$ cat src/rtl/riscv_core_divider.sv
`timescale 1ns/1ps
// Iterative radix-2 restoring divider for RV64M DIV/DIVU/REM/REMU and their W forms.
// Optional build macro DIV_EARLY_OUT_EN finishes |dividend| < |divisor| cases in one cycle.
module riscv_core_divider #(
    parameter int XLEN = 64
) (
    input  logic            i_clk,
    input  logic            i_rst_n,
    input  logic            i_div_start,
    input  logic [XLEN-1:0] i_div_srcA,
    input  logic [XLEN-1:0] i_div_srcB,
    input  logic [1:0]      i_div_op,
    input  logic            i_div_isword,
    input  logic            i_div_flush,
    output logic            o_div_busy,
    output logic            o_div_valid,
    output logic [XLEN-1:0] o_div_result
);

    localparam logic [1:0] S_IDLE = 2'd0;
    localparam logic [1:0] S_CALC = 2'd1;
    localparam logic [1:0] S_DONE = 2'd2;
    localparam int CNT_W = $clog2(XLEN);

    function automatic logic [XLEN-1:0] sext32(input logic [XLEN-1:0] v);
        return {{(XLEN-32){v[31]}}, v[31:0]};
    endfunction

    logic [1:0]      r_state;
    logic [CNT_W-1:0] r_cnt;
    logic            r_is_rem;
    logic            r_isword;
    logic            r_neg_q;
    logic            r_neg_r;
    logic [XLEN-1:0] r_divisor;
    logic [XLEN-1:0] r_rem;
    logic [XLEN-1:0] r_quot;
    logic [XLEN-1:0] r_result;

    logic            w_signed;
    logic [XLEN-1:0] w_a_ext;
    logic [XLEN-1:0] w_b_ext;
    logic            w_a_neg;
    logic            w_b_neg;
    logic [XLEN-1:0] w_a_mag;
    logic [XLEN-1:0] w_b_mag;
    logic [XLEN-1:0] w_min;
    logic            w_b_zero;
    logic            w_ovf;
    logic            w_early;
    logic            w_special;
    logic [XLEN-1:0] w_special_raw;
    logic [XLEN-1:0] w_special_res;
    logic [XLEN:0]   w_rem_sh;
    logic            w_ge;
    logic [XLEN-1:0] w_rem_next;
    logic [XLEN-1:0] w_quot_next;
    logic [XLEN-1:0] w_q_fix;
    logic [XLEN-1:0] w_r_fix;
    logic [XLEN-1:0] w_final_raw;
    logic [XLEN-1:0] w_final;
    logic            w_last;

    // Operand conditioning at the start edge: W ops see only bits [31:0].
    // NOTE: every signal assigned in always_comb gets a value on all paths, or a latch is inferred.
    always_comb begin
        w_signed = ~i_div_op[0];
        w_a_ext  = i_div_srcA;
        w_b_ext  = i_div_srcB;
        if (i_div_isword) begin
            w_a_ext = w_signed ? sext32(i_div_srcA) : {{(XLEN-32){1'b0}}, i_div_srcA[31:0]};
            w_b_ext = w_signed ? sext32(i_div_srcB) : {{(XLEN-32){1'b0}}, i_div_srcB[31:0]};
        end
        w_a_neg = w_signed & w_a_ext[XLEN-1];
        w_b_neg = w_signed & w_b_ext[XLEN-1];
        w_a_mag = w_a_neg ? (~w_a_ext + 1'b1) : w_a_ext;
        w_b_mag = w_b_neg ? (~w_b_ext + 1'b1) : w_b_ext;
        w_min   = i_div_isword ? {{(XLEN-31){1'b1}}, 31'b0} : {1'b1, {(XLEN-1){1'b0}}};
    end

    // RISC-V defined corner results, resolved without iterating.
    always_comb begin
        w_b_zero = (w_b_ext == '0);
        w_ovf    = w_signed && (w_a_ext == w_min) && (w_b_ext == '1);
`ifdef DIV_EARLY_OUT_EN
        w_early  = !w_b_zero && (w_a_mag < w_b_mag);
`else
        w_early  = 1'b0;
`endif
        w_special     = w_b_zero | w_ovf | w_early;
        w_special_raw = '0;
        if (w_b_zero)
            w_special_raw = i_div_op[1] ? w_a_ext : '1;
        else if (w_ovf)
            w_special_raw = i_div_op[1] ? '0 : w_a_ext;
        else if (w_early)
            w_special_raw = i_div_op[1] ? w_a_ext : '0;
        w_special_res = i_div_isword ? sext32(w_special_raw) : w_special_raw;
    end

    // One restoring step; the final step also feeds the sign fix-up directly.
    always_comb begin
        w_rem_sh    = {r_rem, r_quot[XLEN-1]};
        w_ge        = (w_rem_sh >= {1'b0, r_divisor});
        w_rem_next  = w_ge ? (w_rem_sh[XLEN-1:0] - r_divisor) : w_rem_sh[XLEN-1:0];
        w_quot_next = {r_quot[XLEN-2:0], w_ge};
        w_q_fix     = r_neg_q ? (~w_quot_next + 1'b1) : w_quot_next;
        w_r_fix     = r_neg_r ? (~w_rem_next + 1'b1) : w_rem_next;
        w_final_raw = r_is_rem ? w_r_fix : w_q_fix;
        w_final     = r_isword ? sext32(w_final_raw) : w_final_raw;
        w_last      = (r_cnt == (r_isword ? CNT_W'(31) : CNT_W'(XLEN-1)));
    end

    // NOTE: sequential state uses non-blocking assignments so every register sees pre-edge values.
    always_ff @(posedge i_clk or negedge i_rst_n) begin
        if (!i_rst_n) begin
            r_state   <= S_IDLE;
            r_cnt     <= '0;
            r_is_rem  <= 1'b0;
            r_isword  <= 1'b0;
            r_neg_q   <= 1'b0;
            r_neg_r   <= 1'b0;
            r_divisor <= '0;
            r_rem     <= '0;
            r_quot    <= '0;
            r_result  <= '0;
        end else begin
            case (r_state)
                S_IDLE: begin
                    if (!i_div_flush && i_div_start) begin
                        r_is_rem  <= i_div_op[1];
                        r_isword  <= i_div_isword;
                        r_neg_q   <= w_signed & (w_a_neg ^ w_b_neg);
                        r_neg_r   <= w_signed & w_a_neg;
                        r_divisor <= w_b_mag;
                        r_rem     <= '0;
                        // W dividends start at the top so 32 shifts leave the quotient in [31:0].
                        r_quot    <= i_div_isword ? (w_a_mag << (XLEN-32)) : w_a_mag;
                        r_cnt     <= '0;
                        if (w_special) begin
                            r_result <= w_special_res;
                            r_state  <= S_DONE;
                        end else begin
                            r_state  <= S_CALC;
                        end
                    end
                end
                S_CALC: begin
                    if (i_div_flush) begin
                        r_state <= S_IDLE;
                    end else begin
                        r_rem  <= w_rem_next;
                        r_quot <= w_quot_next;
                        r_cnt  <= r_cnt + 1'b1;
                        if (w_last) begin
                            r_result <= w_final;
                            r_state  <= S_DONE;
                        end
                    end
                end
                S_DONE:  r_state <= S_IDLE;
                default: r_state <= S_IDLE;
            endcase
        end
    end

    assign o_div_busy   = (r_state != S_IDLE);
    assign o_div_valid  = (r_state == S_DONE);
    assign o_div_result = r_result;

endmodule

$ cat config.mk
export PLATFORM = sky130hd
export DESIGN_NAME = riscv_core_divider
export DESIGN_NICKNAME = d
export VERILOG_FILES = /design/src/rtl/riscv_core_divider.sv
export SDC_FILE = /design/constraint.sdc
export NUM_CORES = 1
export LEC_CHECK = 0
export ABC_AREA = 1
export BUFFER_PORTS_ARGS = -buffer_cell sky130_fd_sc_hd__buf_2
export CAP_MARGIN = 10
export CORE_MARGIN = 2
export CORE_UTILIZATION = 35
export CTS_CLUSTER_DIAMETER = 80
export DETAILED_ROUTE_END_ITERATION = 12
export PLACE_DENSITY_LB_ADDON = 0.1
export SYNTH_ARGS = -nofsm -noshare
export SYNTH_HDL_FRONTEND = slang
export SYNTH_SLANG_ARGS = --single-unit
$ cat constraint.sdc
create_clock -name i_clk -period 12.15 [get_ports i_clk]
set_input_delay 1.215 -clock i_clk [delete_from_list [all_inputs] [get_ports i_clk]]
set_output_delay 1.215 -clock i_clk [all_outputs]
set_load 0.02 [all_outputs]
# --- After elaboration in Yosys (flattened, before gate mapping) ---
# Cells that the tools add are included.
totals:
  reg_bits: 268
  output_inout_bits: 66
  in_bits: 135
  word_cells: 88
classes:
  order_cmp: 1
  muxes: 38
  reduce_logical: 12
  n_eq_ne: 10
  addsub: 6
  bitwise: 11
op_table:
  columns: ["cell", "n"]
  rows:
  - ["$mux W64", 25]
  - ["$pmux W64 S2", 3]
  - ["$add A64 B1 Y64 const B", 4]
  - ["$not A64 Y64", 4]
  - ["$ge A65 B64 Y1", 1]
  - ["$eq A64 B64 Y1", 1]
  - ["$eq A64 B64 Y1 const B", 1]
  - ["$logic_not A64 Y1", 1]
  - ["$sub A64 B64 Y64", 1]
  - ["$mux W63", 1]
  - ["$mux W6", 3]
  - ["$pmux W6 S2", 1]
  - ["$mux W2", 4]
  - ["$ne A2 B2 Y1 const B", 4]
  - ["$add A6 B1 Y6 const B", 1]
  - ["$eq A6 B6 Y1", 1]
  - ["$reduce_and A5 Y1", 1]
  - ["$and A1 B1 Y1", 4]
  - ["$pmux W2 S2", 1]
  - ["$reduce_and A2 Y1", 2]
  - ["$reduce_bool A2 Y1", 2]
  - ["$logic_and A1 B1 Y1", 3]
  - ["$ne A3 B3 Y1 const B", 1]
  - ["$reduce_and A3 Y1", 1]
  - ["7 further kinds", 7]

# --- Longest topological paths before layout ---
# Gate-level depths: netlist of the first run.
logic_depth:
  ltp_word: 11
  mapped_depth: 41
  depth_no_buf: 37

# --- Worst setup path before layout of the first run ---
# OpenSTA, ideal clock, no wires.
synth_path:
  kind: "register -> register"
  start: "register r_rem[1]"
  end: "register r_result[52] (netlist: o_div_result[52])"
  arrival_ns: 4.236
  n_path_buf: 4
  setup_slack_ns: 7.797
  stages_incl_launch_ff: 41
  setup_ns: 0.116
  cell_sequence: "dfrtp_1 ha_1 buf_2 nand2_1 nand2_1 nand2_1 nand2_1 nand2_1 nand3_2 nand2_1 nand2_2 nand2_2 nand2_2 nand2_4 nand2_8 buf_6 buf_12 inv_4 [... 5 more ...] nor3_1 nand4_1 nand2_1 nand2_1 a21oi_1 inv_1 a21oi_1 o21ai_0 inv_1 nand2_1 nand2_1 inv_1 o21ai_0 inv_1 nand2_1 nand2_1 nand2_1 nand2_1"
synth_via:
  elab_chain_cells: 10
  elab_cells_between_ends: 14
synth_rtl:
  columns: ["item", "line_no", "text"]
  rows:
  - ["from (decl)", "36", "logic [XLEN-1:0] r_rem;"]
  - ["from (signal assigned)", "152", "r_rem <= w_rem_next;"]
  - ["$sub A64 B64 Y64 or $ge A65 B64 Y1 (tied branches)", "105, 104", null]
  - ["$mux W64", "105", "w_rem_next = w_ge ? (w_rem_sh[XLEN-1:0] - r_divisor) : w_rem_sh[XLEN-1:0];"]
  - ["$not A64 Y64", "108", "w_r_fix = r_neg_r ? (~w_rem_next + 1'b1) : w_rem_next;"]
  - ["$add A64 B1 Y64", "108", null]
  - ["$mux W64", "108", null]
  - ["$mux W64 *", "109", "w_final_raw = r_is_rem ? w_r_fix : w_q_fix;"]
  - ["$mux W64 *", "110", "w_final = r_isword ? sext32(w_final_raw) : w_final_raw;"]
  - ["$mux W64 *", "155", "if (w_last) begin"]
  - ["$mux W64 *", "149", "if (i_div_flush) begin"]
  - ["$pmux W64 S2 *", "128", "case (r_state)"]
  - ["to (signal assigned)", "141", "r_result <= w_special_res;"]
  - ["to (signal assigned)", "156", "r_result <= w_final;"]
  - ["to (decl)", "38", "logic [XLEN-1:0] r_result;"]
# Every way passes the cells marked *; elsewhere a longest branch is shown, timed or not. The select of a mux whose other input is x is not followed.
# A chain may end at the register's enable or synchronous reset.

# --- Final worst setup path of the first run ---
layout_path:
  start: "input port i_div_srcA[31]"
  end: "register r_result[36] (netlist: o_div_result[36])"
layout_via:
  elab_chain_cells: 11
  elab_cells_between_ends: 16
layout_rtl:
  columns: ["item", "line_no", "text"]
  rows:
  - ["from (decl)", "10", "input logic [XLEN-1:0] i_div_srcA,"]
  - ["$mux W64", "71", "w_a_ext = w_signed ? sext32(i_div_srcA) : {{(XLEN-32){1'b0}}, i_div_srcA[31:0]};"]
  - ["$mux W64 *", "70", "if (i_div_isword) begin"]
  - ["$eq A64 B64 Y1", "84", "w_ovf = w_signed && (w_a_ext == w_min) && (w_b_ext == '1);"]
  - ["$logic_and A1 B1 Y1 (2 in a row)", "84", null]
  - ["$mux W64", "94", "else if (w_ovf)"]
  - ["$mux W64", "92", "if (w_b_zero)"]
  - ["$mux W64", "98", "w_special_res = i_div_isword ? sext32(w_special_raw) : w_special_raw;"]
  - ["$mux W64", "140", "if (w_special) begin"]
  - ["$mux W64", "130", "if (!i_div_flush && i_div_start) begin"]
  - ["$pmux W64 S2", "128", null]
# Marks and branches as above.

==> out/qor.txt, run 1 <==
Total power = 10800 µW
Hold_buf cts = 0
Compound-Gate Fraction of Synth Area = 0.158
Sequential area share after synthesis = 0.241
Clk slew on worst S/H paths = 60 ps
Die W = 286 µm
Syn-to-layout area delta = 11.3%
RSZ-0062 raised after global routing = false
Power share of the clock group = 0.110
Critical Path AT = 7340 ps
Vias in the first global route = 30000
Worst hold path depth = 2
Hold WC Path Type = reg2reg
Setup_tns = 0 ps
WHS = 472 ps
Wire length of the first global-routing pass = 199 mm
Comb power frac = 0.731
Top_reg_cell synth = dfrtp_1
Static leakage = 0.0163 µW
Post-Route Skew = 41.6 ps
Yosys warns = 0
Crit path capture type = flop
CP max-delay cell = o21ai_0
Switching Power = 6670 µW
CP Class = in2reg
Hold EP = o_div_result[37]
Total power per unit cell area = 349 nW/µm²
CTS tree = done
Switching Share = 0.616
Starting Density = 0.353
Post-detailed-route count of antenna-violating nets = 0
Overall die area = 81800 µm²
CTS sink cnt = 268
CP Data Required Time = 12660 ps
Startpoint types = primary input
DR vias = 32400
Post-synth top cells = nand2_1 (1552), inv_1 (721), nor2_1 (497)
Worst setup startpoint = i_div_srcA[31]
Status = finished, final reports clean
Worst skew pair latency = 590 ps
Max-slew headroom = 0.242
Synth top area cells = dfrtp_1 (24%), nand2_1 (21%), inv_1 (9.7%), nor2_1 (6.7%), o21ai_0 (6.6%)
Initial antenna violation count = 2
DR WL/cell = 22.6 µm
TritonCTS Buffers = 39
Rows = 103
Post-Route WL = 136 mm
Power Internal = 4150 µW
Worst hold start = o_div_result[37]
Nets = 5148
Fraction of layout cells with a size suffix above 1 = 0.0877
RR Startpoint = r_divisor[47]
Post-synthesis mux area share = 0
All-Layer GR Usage = 0.326
Post-Syn Area = 27800 µm²
Reg-to-reg setup timing slack = 5700 ps
R2r worst-path depth = 35
Main combinational cell family by area after synthesis = simple AND/OR/NAND/NOR gates
DRC violations left = 0
Fin crit share = 0.562
Critical path, cell by cell = buf_2, inv_1, o21ai_0, o21ai_0, a211oi_1, nand4_1, nor3_1, nand3_1, nor4_1, nand2_1, o21ai_2, nand2_1, inv_1, o21ai_0, nand3_1, nand3_1, nand2_1
Largest net degree at the start of global routing = 108
Die height = 286 µm
Peak VDD IR = 0.184 mV
Clock Tree Buf Depth = 3
Fin. max-slew vios = 0
Post-Synth XOR/XNOR Area = 0.0400
Yosys reg bits = 268
Critical R2R Capture = o_div_result[62]
Core ar. = 78900 µm²
Finish-stage setup viols = 0
Least-Margin Pin Slew = 1130 ps
Max FO, Critical Path = 31
Post-CTS Resized = 0
Worst stage delay on the critical path = 800 ps
I/O Buffers = 200
Max Cap Viol = 0
Clock Root Buffer = clkbuf_16
Final Hold Fails = 0
Cells after Synth = 4844
Via-per-instance ratio = 5.38
Post-route minimum period = 6830 ps
Power share of the sequential group = 0.159
Post-synth top area share = 0.241
DRT Pass-1 Iters = 8
Area leader, netlist = dfrtp_1
Global route total overflow = 0
Post-synthesis adder-cell area fraction = 0.0322
Ports = 201
CTS HTree Levels = 2
Unique masters post-synth = 62
Initial drt markers = 3545
Post-Synth Simple-Gate Area = 0.398
Most common cell in the netlist = nand2_1
Placer Congestion = 1.02
# Post-CTS Setup Buffers = 0
Post-synth EDFFs = 0
Post-detail-place hpwl = 111 mm
Max Fclk = 146 MHz
Syn nets = 5050
Async SR Flop Fraction = 1.00
Syn Area/Cell = 5.74 µm²
Layout filler cell count = 9077
## layer usage
metal,wire length (µm),vias to the layer above,global-route usage
met3,11000,134,0.0520
met5,18,-,0
met1,63400,15300,0.479
met4,3340,2,0.0764
met2,58200,1322,0.496
li1,-,15600,-
## layout by cell type, fill, tap and decap left out, types with 7 or more instances in the layout
cell / netlist / layout
buf_2: 26 / 200
o221ai_1: 11 / 11
nand4_1: 75 / 75
xnor2_1: 23 / 23
nor3_1: 90 / 90
nor2_2: 23 / 25
o21ai_0: 365 / 365
or2_2: 14 / 14
inv_2: 36 / 40
o22ai_1: 35 / 35
xor2_1: 104 / 104
a22oi_1: 21 / 21
nor2_1: 497 / 494
clkbuf_8: 0 / 8
o21a_1: 7 / 7
o211ai_1: 28 / 28
inv_1: 721 / 717
ha_1: 70 / 70
o21ai_1: 26 / 26
buf_4: 9 / 30
nand3_1: 297 / 297
nand2_1: 1552 / 1549
o31ai_1: 16 / 16
nor2_4: 9 / 10
nor4_1: 30 / 30
a31oi_1: 12 / 12
clkbuf_16: 0 / 39
dfrtp_1: 268 / 267
nand2_2: 21 / 23
nand3b_1: 11 / 11
a21oi_1: 239 / 239
## stage by stage
stage                     area [µm²]  std cells  utilization  setup slack [ps]
after floorplan                27800       4844            -              7800
after global placement         29600       5950        0.376              4950
after detailed placement       29600       5951        0.376              5050
after CTS                      31000       6019        0.393              5620
after global routing           31000       6019        0.393              5130
final                          31000       6023        0.393              5320
## layout make-up
class	instances	area, µm²	area share
repair buffers	231	1240	0.0401
well taps	1050	1310	0.0424
clock buffers	50	1100	0.0354
inverters	763	2870	0.0926
clock inverters	18	238	0.00768
multi-input cells	3639	17500	0.565
flip-flops and latches	268	6710	0.217
diodes	4	10.0	0.000323
## power by group through the flow
stage / logic, µW / registers [µW] / clock network, µW
CTS: 7790 / 1710 / 1220
global placement: 7760 / 1710 / 0
floorplan: 5200 / 1650 / 0
finish: 7910 / 1720 / 1200
global route: 8720 / 1750 / 1250
detailed placement: 7750 / 1710 / 0
## critical path, delay by kind of cell
family	cells	cell delay, ps
simple gates	9	2390
compound gates	5	2620
buf+inv	3	1070
## worst max-delay path by stage
stage | end | slack, ps | depth (start not counted)
detailed placement | o_div_result[36] | 5050 | 17
global placement | o_div_result[38] | 4950 | 17
CTS | o_div_result[36] | 5620 | 17
global route | o_div_result[62] | 5130 | 33
finish | o_div_result[36] | 5320 | 17
floorplan | o_div_result[52] | 7800 | 40
## registers in the layout (all words and copies together) (netlist names)
name / count
o_div_result: 64
r_cnt: 6
r_divisor: 64
r_is_rem: 1
r_isword: 1
r_neg_q: 1
r_neg_r: 1
r_quot: 64
r_rem: 64
r_state: 2
## kinds of logic (layout without fill, tap and decap cells)
logic type / Yosys count / after routing
XOR/XNOR: 127 / 127
adder cells (fa/ha/maj): 71 / 71
buffers and inverters: 937 / 1062
AO/OA/AOI/OAI: 796 / 796
flip-flops: 268 / 268
other: 0 / 4
AND/OR/NAND/NOR: 2645 / 2645
No activity file was read; power rests on OpenSTA's default activity.
==> run 2, diff against run 1 <==
Clock period 12.15 ns to 5.6 ns, I/O delays scaled along.
==> out/qor.txt, run 2 (synthesized netlist as in run 1, its figures left out) <==
Critical Path AT = 5590 ps
Clk slew on worst S/H paths = 60 ps
Footprint of the multi-input gates = 17500 µm²
Worst skew pair latency = 590 ps
Gr busiest metal = met2
Post-route minimum period = 5070 ps
CTS HTree Levels = 2
Ports = 201
M2 GR Usage = 0.506
Initial drt markers = 3693
CP max-delay cell = nor2_1
Initial antenna violation count = 11
Clock Tree Buf Depth = 3
RSZ-0062 raised after global routing = false
Max Cap Viol = 0
Placed cell area = 30300 µm²
Fraction of layout cells with a size suffix above 1 = 0.101
All-Layer GR Usage = 0.345
Core ar. = 78900 µm²
Static leakage = 0.0167 µW
R2r worst-path depth = 25
Global route total overflow = 0
Total power per unit cell area = 775 nW/µm²
CP Data Required Time = 6120 ps
Layout filler cell count = 9025
Max-slew headroom = 0.247
Syn-to-layout area delta = 13.3%
Die W = 286 µm
Placer Congestion = 1.04
DRC violations left = 0
Post-Route Skew = 46.4 ps
Die height = 286 µm
Final Hold Fails = 0
CTS sink cnt = 268
Hold WC Path Type = in2reg
Most common cell after layout, fill and taps aside = nand2_1
Most frequent cells in the layout = nand2_1 (1549), inv_1 (717), nor2_1 (494)
DRT Pass-1 Iters = 8
Status = finished, final reports clean
GRT met3 Usage = 0.0656
Starting Density = 0.353
DR vias = 32800
TritonCTS Buffers = 38
CTS tree = done
Via-per-instance ratio = 5.38
Post-detail-place hpwl = 118 mm
Wire length of the first global-routing pass = 208 mm
Startpoint types = flop
Rows = 103
I/O Buffers = 200
Register Area = 6710 µm²
Least-Margin Pin Slew = 1120 ps
Worst path bufs/invs = 2
Crit path top cell by count = nand2_1
Setup_tns = 0 ps
Total power = 24400 µW
Peak VDD IR = 0.324 mV
# Post-CTS Setup Buffers = 0
Met1 usage = 0.501
Reg-to-reg setup timing slack = 530 ps
Vias in the first global route = 30600
Post-Route WL = 144 mm
DR WL/cell = 23.5 µm
Post-detailed-route count of antenna-violating nets = 0
Max Fclk = 197 MHz
Max FO, Critical Path = 42
Largest net degree at the start of global routing = 113
Clock Root Buffer = clkbuf_16
Stages on the worst setup path = 25
Cell family with most CP delay = simple AND/OR/NAND/NOR gates
Finish-stage setup viols = 0
Nets = 5231
CP Class = reg2reg
Worst stage delay on the critical path = 600 ps
Design Area, Final = 31500 µm²
Worst hold path depth = 3
Crit path capture type = flop
Fin crit share = 0.905
Fin. max-slew vios = 0
Overall die area = 81800 µm²
run 2: cell types whose count changed in the layout (fill, tap and decap cells not counted), sizes merged:
cell,previous run,this run
bufinv,3,0
clkinv,12,10
buf,231,314
inv,765,761
dlygate4sd3,0,1
clkinvlp,1,2
diode,4,3
clkbuf,50,54
run 2: cell type report:
class / instances / share of cell area
well taps: 1050 / 0.0417
diodes: 3 / 0.000238
clock buffers: 54 / 0.0350
flip-flops and latches: 268 / 0.213
repair buffers: 315 / 0.0619
inverters: 763 / 0.0910
multi-input cells: 3639 / 0.555
clock inverters: 10 / 0.00210
run 2: worst paths after layout:
check                                        end        startpoint
worst max-delay path            o_div_result[42]          r_rem[6]
min in group asynchronous       o_div_result[35]           i_rst_n
worst min-delay path               r_divisor[15]    i_div_srcB[15]
worst max register to register  o_div_result[42]          r_rem[6]
max in group asynchronous               r_is_rem           i_rst_n
worst min register to register  o_div_result[57]  o_div_result[57]
run 2: what timing repair did:
item	in CTS	in global routing
resized for setup	0	0
hold buffers	1	0
endpoints found under the hold margin	3	0
setup endpoints to repair	0	0
run 2: metal layers:
layer,vias to the layer above,wire (µm),part of all wire
li1,15800,-,-
met4,8,5310,0.037
met1,15500,65600,0.46
met2,1373,59600,0.42
met3,172,13000,0.091
met5,-,52,0.00036
run 2: where the power goes:
part / internal [µW] / total (µW) / switching [µW] / leakage, µW
clock: 1370 / 2390 / 1030 / 0.000574
combinational: 5280 / 18400 / 13100 / 0.0127
sequential: 2810 / 3670 / 858 / 0.00335
run 2: metrics by stage:
step	instances	util	setup slack, ps	hold slack (ps)
after floorplan	4844	-	1250	264
after global placement	6034	0.384	713	459
after detailed placement	6034	0.384	729	460
after CTS	6099	0.399	687	310
after global routing	6099	0.399	1.48	344
final	6102	0.400	534	328
run 2: worst reg2reg max path: stages, from the launching register on:
cell and delay [ps]:
dfrtp_1 390, ha_1 370, nand2_1 140, nor2_1 600, nand3_1 190, nor2_1 150
nand2_1 70, nand3_2 110, nor2_4 60, buf_4 330, nand3_1 180, nand2_1 190
buf_4 220, nor2_1 210, nand2_1 110, nor2_1 260, nand2_1 110, nor2_1 230
nor2_1 130, a21oi_2 290, nor2_1 70, o21ai_1 290, nand2_1 100, nand2_1 80
nand2_1 60, nand2_1 50
